**config.mk**
```make
export PLATFORM = sky130hd
export DESIGN_NAME = if_fetch_unit
export DESIGN_NICKNAME = d
export VERILOG_FILES = /design/src/rtl/if_fetch_unit_pkg.sv /design/src/rtl/if_fetch_unit_fetch_queue.sv /design/src/rtl/if_fetch_unit.sv
export SDC_FILE = /design/constraint.sdc
export NUM_CORES = 1
export LEC_CHECK = 0
export BUFFER_PORTS_ARGS = -buffer_cell sky130_fd_sc_hd__buf_2
export CORE_ASPECT_RATIO = 2
export CORE_UTILIZATION = 60
export CTS_CLUSTER_SIZE = 40
export DETAILED_ROUTE_END_ITERATION = 6
export PLACE_DENSITY = 0.85
export SYNTH_ARGS = -nofsm -noshare
export SYNTH_HDL_FRONTEND = slang
export SYNTH_SLANG_ARGS = --single-unit
```
**constraint.sdc**
```tcl
create_clock -name clk_i -period 22.3 [get_ports clk_i]
set_clock_uncertainty 0.15 [all_clocks]
set_input_delay 4.46 -clock clk_i [delete_from_list [all_inputs] [get_ports clk_i]]
set_output_delay 4.46 -clock clk_i [all_outputs]
set_load 0.1 [all_outputs]
```
**src/rtl/if_fetch_unit_pkg.sv**
```systemverilog
// Shared definitions for the instruction-fetch front end.
//   ADDR_W_DEF / INSTR_W_DEF : default address and instruction widths
//   fetch_state_e            : fetch FSM encoding (RUN, DRAIN)
//   NOP                      : all-zero instruction word
package if_fetch_unit_pkg;

    localparam int ADDR_W_DEF  = 32;
    localparam int INSTR_W_DEF = 32;

    // RUN   : normal fetching.
    // DRAIN : a redirect hit an outstanding request; wait for its ack and
    //         throw the returned word away before fetching from the target.
    typedef enum logic {
        ST_RUN   = 1'b0,
        ST_DRAIN = 1'b1
    } fetch_state_e;

    localparam logic [INSTR_W_DEF-1:0] NOP = '0;

endpackage

```
**src/rtl/if_fetch_unit_fetch_queue.sv**
```systemverilog
// Prefetch queue: small synchronous FIFO between instruction memory and decode.
// Ports:
//   clk_i, rst_n : clock, synchronous active-low reset
//   push, data   : write data at the tail
//   pop          : remove the head entry
//   flush        : empty the queue; wins over push and pop
//   head         : entry at the head (meaningless while empty)
//   count        : current occupancy, 0..DEPTH
//   empty, full  : occupancy flags
module if_fetch_unit_fetch_queue
    import if_fetch_unit_pkg::*;
#(
    parameter int WIDTH = 64,
    parameter int DEPTH = 2
) (
    input  logic                       clk_i,
    input  logic                       rst_n,
    input  logic                       push,
    input  logic                       pop,
    input  logic                       flush,
    input  logic [WIDTH-1:0]           data,
    output logic [WIDTH-1:0]           head,
    output logic [$clog2(DEPTH):0]     count,
    output logic                       empty,
    output logic                       full
);

    localparam int PTR_W = $clog2(DEPTH);
    localparam int CNT_W = PTR_W + 1;

    logic [WIDTH-1:0] mem [DEPTH];
    logic [PTR_W-1:0] wr_ptr;
    logic [PTR_W-1:0] rd_ptr;

    // Pointers wrap naturally because DEPTH is a power of two.
    always_ff @(posedge clk_i) begin
        // NOTE: sequential state uses non-blocking assignments so every
        // register samples pre-edge values, independent of statement order.
        if (!rst_n) begin
            wr_ptr <= '0;
            rd_ptr <= '0;
            count  <= '0;
        end else if (flush) begin
            wr_ptr <= '0;
            rd_ptr <= '0;
            count  <= '0;
        end else begin
            if (push) wr_ptr <= wr_ptr + PTR_W'(1);
            if (pop)  rd_ptr <= rd_ptr + PTR_W'(1);
            count <= count + CNT_W'(push) - CNT_W'(pop);
        end
    end

    // NOTE: the storage array is deliberately not reset; only the pointers
    // and count define validity, which keeps the array a plain RAM.
    always_ff @(posedge clk_i) begin
        if (push && !flush) mem[wr_ptr] <= data;
    end

    assign head  = mem[rd_ptr];
    assign empty = (count == '0);
    assign full  = (count == CNT_W'(DEPTH));

endmodule

```
**src/rtl/if_fetch_unit.sv**
```systemverilog
// Instruction-fetch front end of the 5-stage pipeline.
// Owns the fetch PC, runs a req/ack handshake to instruction memory, buffers
// returned words in a prefetch queue and presents {instr, pc+4} to decode.
// Ports:
//   clk_i, rst_n                  : clock, synchronous active-low reset
//   imem_req_o, imem_addr_o       : registered fetch request and word address
//   imem_ack_i, imem_data_i       : request completion and fetched word
//   stall_i                       : decode cannot accept the head this cycle
//   redirect_i, redirect_pc_i     : flush and restart fetch at a new target
//   id_valid_o, id_instr_o,
//   id_pc_add_4_o                 : head entry offered to decode
module if_fetch_unit
    import if_fetch_unit_pkg::*;
#(
    parameter int                ADDR_W   = ADDR_W_DEF,
    parameter int                INSTR_W  = INSTR_W_DEF,
    parameter int                QDEPTH   = 2,
    parameter logic [ADDR_W-1:0] RESET_PC = '0
) (
    input  logic               clk_i,
    input  logic               rst_n,
    output logic               imem_req_o,
    output logic [ADDR_W-1:0]  imem_addr_o,
    input  logic               imem_ack_i,
    input  logic [INSTR_W-1:0] imem_data_i,
    input  logic               stall_i,
    input  logic               redirect_i,
    input  logic [ADDR_W-1:0]  redirect_pc_i,
    output logic               id_valid_o,
    output logic [INSTR_W-1:0] id_instr_o,
    output logic [ADDR_W-1:0]  id_pc_add_4_o
);

    localparam int                ENTRY_W    = INSTR_W + ADDR_W;
    localparam int                CNT_W      = $clog2(QDEPTH) + 1;
    localparam logic [CNT_W-1:0]  QDEPTH_C   = CNT_W'(QDEPTH);
    localparam logic [ADDR_W-1:0] ADDR_STEP  = ADDR_W'(4);
    localparam logic [ADDR_W-1:0] ALIGN_MASK = ~ADDR_W'(3);

    fetch_state_e       state;
    logic [ADDR_W-1:0]  target;           // redirect target held across DRAIN
    logic [ADDR_W-1:0]  redirect_target;
    logic               ack;
    logic               push;
    logic               pop;
    logic [ENTRY_W-1:0] head;
    logic [CNT_W-1:0]   q_count;
    logic [CNT_W-1:0]   count_next;
    logic               q_empty;
    logic               q_full;

    // Acks are only meaningful while a request is actually outstanding.
    assign ack  = imem_req_o && imem_ack_i;
    // Words returning in DRAIN belong to the abandoned path and are dropped.
    assign push = ack && (state == ST_RUN) && (!q_full || pop);

    assign id_valid_o      = !q_empty && !redirect_i;
    assign pop             = id_valid_o && !stall_i;
    assign redirect_target = redirect_pc_i & ALIGN_MASK;

    assign id_instr_o    = q_empty ? '0 : head[ENTRY_W-1 -: INSTR_W];
    assign id_pc_add_4_o = q_empty ? '0 : head[ADDR_W-1:0];

    // Occupancy after this edge; a new request is only issued if the word it
    // returns is guaranteed a slot, so an outstanding request never overflows.
    always_comb begin
        // NOTE: default first so every path assigns count_next and no latch
        // is inferred.
        count_next = q_count;
        if (push) count_next = count_next + CNT_W'(1);
        if (pop)  count_next = count_next - CNT_W'(1);
    end

    always_ff @(posedge clk_i) begin
        if (!rst_n) begin
            state       <= ST_RUN;
            imem_req_o  <= 1'b0;
            imem_addr_o <= RESET_PC;
            target      <= '0;
        end else begin
            case (state)
                ST_RUN: begin
                    if (redirect_i) begin
                        if (imem_req_o && !imem_ack_i) begin
                            // Request in flight cannot be withdrawn.
                            state  <= ST_DRAIN;
                            target <= redirect_target;
                        end else begin
                            imem_req_o  <= 1'b1;
                            imem_addr_o <= redirect_target;
                        end
                    end else begin
                        if (ack) imem_addr_o <= imem_addr_o + ADDR_STEP;
                        imem_req_o <= (count_next < QDEPTH_C);
                    end
                end
                ST_DRAIN: begin
                    imem_req_o <= 1'b1;
                    if (ack) begin
                        state       <= ST_RUN;
                        imem_addr_o <= redirect_i ? redirect_target : target;
                    end else if (redirect_i) begin
                        target <= redirect_target;
                    end
                end
                default: state <= ST_RUN;
            endcase
        end
    end

    if_fetch_unit_fetch_queue #(
        .WIDTH (ENTRY_W),
        .DEPTH (QDEPTH)
    ) u_fetch_queue (
        .clk_i (clk_i),
        .rst_n (rst_n),
        .push  (push),
        .pop   (pop),
        .flush (redirect_i),
        .data  ({imem_data_i, imem_addr_o + ADDR_STEP}),
        .head  (head),
        .count (q_count),
        .empty (q_empty),
        .full  (q_full)
    );

endmodule

```
==> flow_summary.json <==
{
  "fillers": 1132,
  "avgSynthCellArea_um2": 10.7,
  "cts_tree": "yes",
  "post_drt_wl_per_cell_um": 16.6,
  "reg2reg_to": "u_fetch_queue.mem[0][10]",
  "max_freq_mhz": 99.6,
  "leakage_nw": 4.06,
  "synth-edff-count": 128,
  "critPathKind": "primary input to primary output",
  "rsz0062_at_grt": "no",
  "synth_fp_nets": 911,
  "avgViaCountPerCell": 5.74,
  "comb_power_share_pct": 15.2,
  "fp.dieW_um": 88.5,
  "cts.sinks": 199,
  "yosys_warnings": 0,
  "area_delta_synth_final_pct": 16.8,
  "worst-path-max-fanout": 54,
  "cts_setup_buffers": 0,
  "power_density_mw_per_mm2": 81.0,
  "ant_nets": 0,
  "dp_cells": 1149,
  "final_nets": 1046,
  "relSlewSlack_pct": 25.1,
  "failed_checks": "design-rule violations",
  "syn_area_mm2": 0.00899,
  "clock_path_buffers": 2,
  "r2r-start": "u_fetch_queue.count[1]",
  "vias": 6778,
  "r2r_cells": 7,
  "core_mm2": 0.0147,
  "switchingPower_mw": 0.252,
  "hold_path_end": "target[15]",
  "final_cells": 1181,
  "finalSetupTns_ns": 0,
  "critPathLaunch": "redirect_i",
  "grt_pass1_wl_um": 30500,
  "fp-row-count": 63,
  "place_area_mm2": 0.00990,
  "switching_share_pct": 29.6,
  "seq_area_frac_synth_pct": 58.6,
  "synth_flop_cell": "edfxtp_1",
  "htree_levels": 4,
  "grt_overflow": 0,
  "power_frac_seq_pct": 49.0,
  "dr.first_iter.drc_count": 324,
  "ys_ff_latch": 199,
  "hold_viol_final": 0,
  "numCtsBuffers": 17,
  "antenna_found_initial": 0,
  "hpwl_um": 13100,
  "antenna_cells": 0,
  "final-setup-viol-count": 0,
  "critPathLaunchType": "primary input",
  "path_cells": "buf_2 > buf_4 > nor2_1 > buf_2",
  "die-area_mm2": 0.0155,
  "synth_cell_types": 58,
  "crit_path_end_kind": "primary output",
  "crit_slowest_cell": "buf_2",
  "p_total_mw": 0.851,
  "die_h_um": 175,
  "cap_violations": 0,
  "insertion_delay_ns": 0.43,
  "grtUsageTotal_pct": 25.9,
  "crit_required_ns": 17.69,
  "gp_congestion": 0.833,
  "crit_path_max_incr_delay_ns": 0.44,
  "grt_max_degree": 70,
  "drive_gt1_share_pct": 22.6,
  "timing.final.ws_setup_ns": 12.26,
  "p_int_mw": 0.599,
  "final_max_slew_viol_count": 0,
  "start_util_pct": 61.0,
  "yosysTopAreaCell": "edfxtp_1",
  "yosysMostFrequentCell": "edfxtp_1",
  "netlist_top_cells_count": "edfxtp_1, nand2_1, nor2_1, dfxtp_1, mux2i_1",
  "cts.repair.resized": 0,
  "synthTopCellsByArea": "edfxtp_1, dfxtp_1, mux2i_1",
  "worst_pin_slew_ns": 1.12,
  "path_common_cell": "buf_2",
  "hp-class": "flop to flop",
  "postSynthCellCount": 838,
  "synth_top_area_share_pct": 42.8,
  "power_frac_clock_pct": 35.8,
  "final_area_mm2": 0.0105,
  "wirelength_um": 19600,
  "place_ws_ns": 12.24,
  "crit_arrival_ns": 5.43,
  "final.period_utilization_pct": 45.0,
  "cts_hold_buf": 0,
  "outcome": "complete, but fails checks",
  "whs_path_depth": 2,
  "grt_pass1_vias": 6220,
  "post-route-drc-count": 2,
  "hold_start": "target[15]",
  "portBuffers": 164,
  "max-vdd-ir-drop_mv": 0.0627,
  "root_buffer": "clkbuf_16",
  "dr.pass1.iters": 7,
  "min_period_ns": 10.04,
  "rrSetupSlack_ns": 19.28,
  "synth-async-reset-ratio_pct": 0,
  "clk_pin_slew_ns": 0.07,
  "io_pins": 167
}
==> state kept, by name, summed over array words and instances, names as in the netlist, named ones only <==
| name | count |
|---|---|
| imem_req_o | 1 |
| u_fetch_queue.wr_ptr | 1 |
| u_fetch_queue.mem | 128 |
| imem_addr_o | 32 |
| state | 1 |
| target | 32 |
| u_fetch_queue.rd_ptr | 1 |
| u_fetch_queue.count | 2 |
==> worst max-delay path, delay by kind of cell <==
kind / cells / cell delay, ns
buffers and inverters: 3 / 0.82
and+or+nand+nor: 1 / 0.15
==> worst max-delay path by stage <==
stage                 end  slack (ns)
6_report       id_valid_o       12.26
5_1_grt        id_valid_o       12.16
4_1_cts        id_valid_o       12.24
3_5_place_dp   id_valid_o       12.24
3_3_place_gp   id_valid_o       12.27
2_1_floorplan  id_valid_o       11.26
==> routing by layer <==
metal	global-route usage [%]	share of wire, %
met1	30.5	39
met2	44.0	52
met3	4.20	5.5
met4	14.0	4.2
met5	0	0
==> metrics by stage <==
stage | util [%] | hold slack, ns
finish | 71.2 | 0.302
global route | 71.2 | 0.317
CTS | 71.2 | 0.302
detailed placement | 67.1 | 0.292
global placement | 67.1 | 0.287
floorplan | - | 0.281
==> final cells by class <==
cell class	instances	area, µm²	share of cell area [%]
Clock buffer	21	503	4.79
Clock inverter	11	97.6	0.930
Inverter	11	41.3	0.393
Multi-Input combinational cell	569	3440	32.8
Sequential cell	199	5270	50.2
Tap cell	195	244	2.32
Timing Repair Buffer	175	903	8.61
==> logic make-up after synthesis <==
| group | after synthesis | synth area share [%] |
|---|---|---|
| buffers and inverters | 70 | 3.37 |
| muxes | 69 | 7.68 |
| and+or+nand+nor | 308 | 16.2 |
| AOI/OAI and AO/OA | 157 | 10.6 |
| adders and majority gates | 4 | 0.557 |
| DFF | 199 | 58.6 |
| xor gates and xnor gates | 31 | 3.02 |
==> power by group through the flow <==
| stage | Combinational, mW | Sequential, mW | Clock, mW |
|---|---|---|---|
| floorplan | 0.0724 | 0.452 | 0 |
| global placement | 0.126 | 0.424 | 0 |
| detailed placement | 0.129 | 0.425 | 0 |
| CTS | 0.129 | 0.416 | 0.308 |
| global route | 0.137 | 0.418 | 0.323 |
| finish | 0.129 | 0.417 | 0.305 |
==> layout by cell type, fill, tap and decap left out, drive strengths merged, types with 5 or more instances in the layout <==
cell type and n:
buf 175, edfxtp 128, nand2 114, nor2 100
dfxtp 71, mux2i 69, a21oi 65, o21ai 34
and3 22, clkbuf 21, nand3 20, xnor2 19
inv 17, nand4 13, xor2 12, nor3 11
a31oi 8, a21o 6, o22ai 6, nor4 6
a22oi 5, a221oi 5, o21a 5, and4 5
clkinv 5
Power figures use the tool's default switching activity.
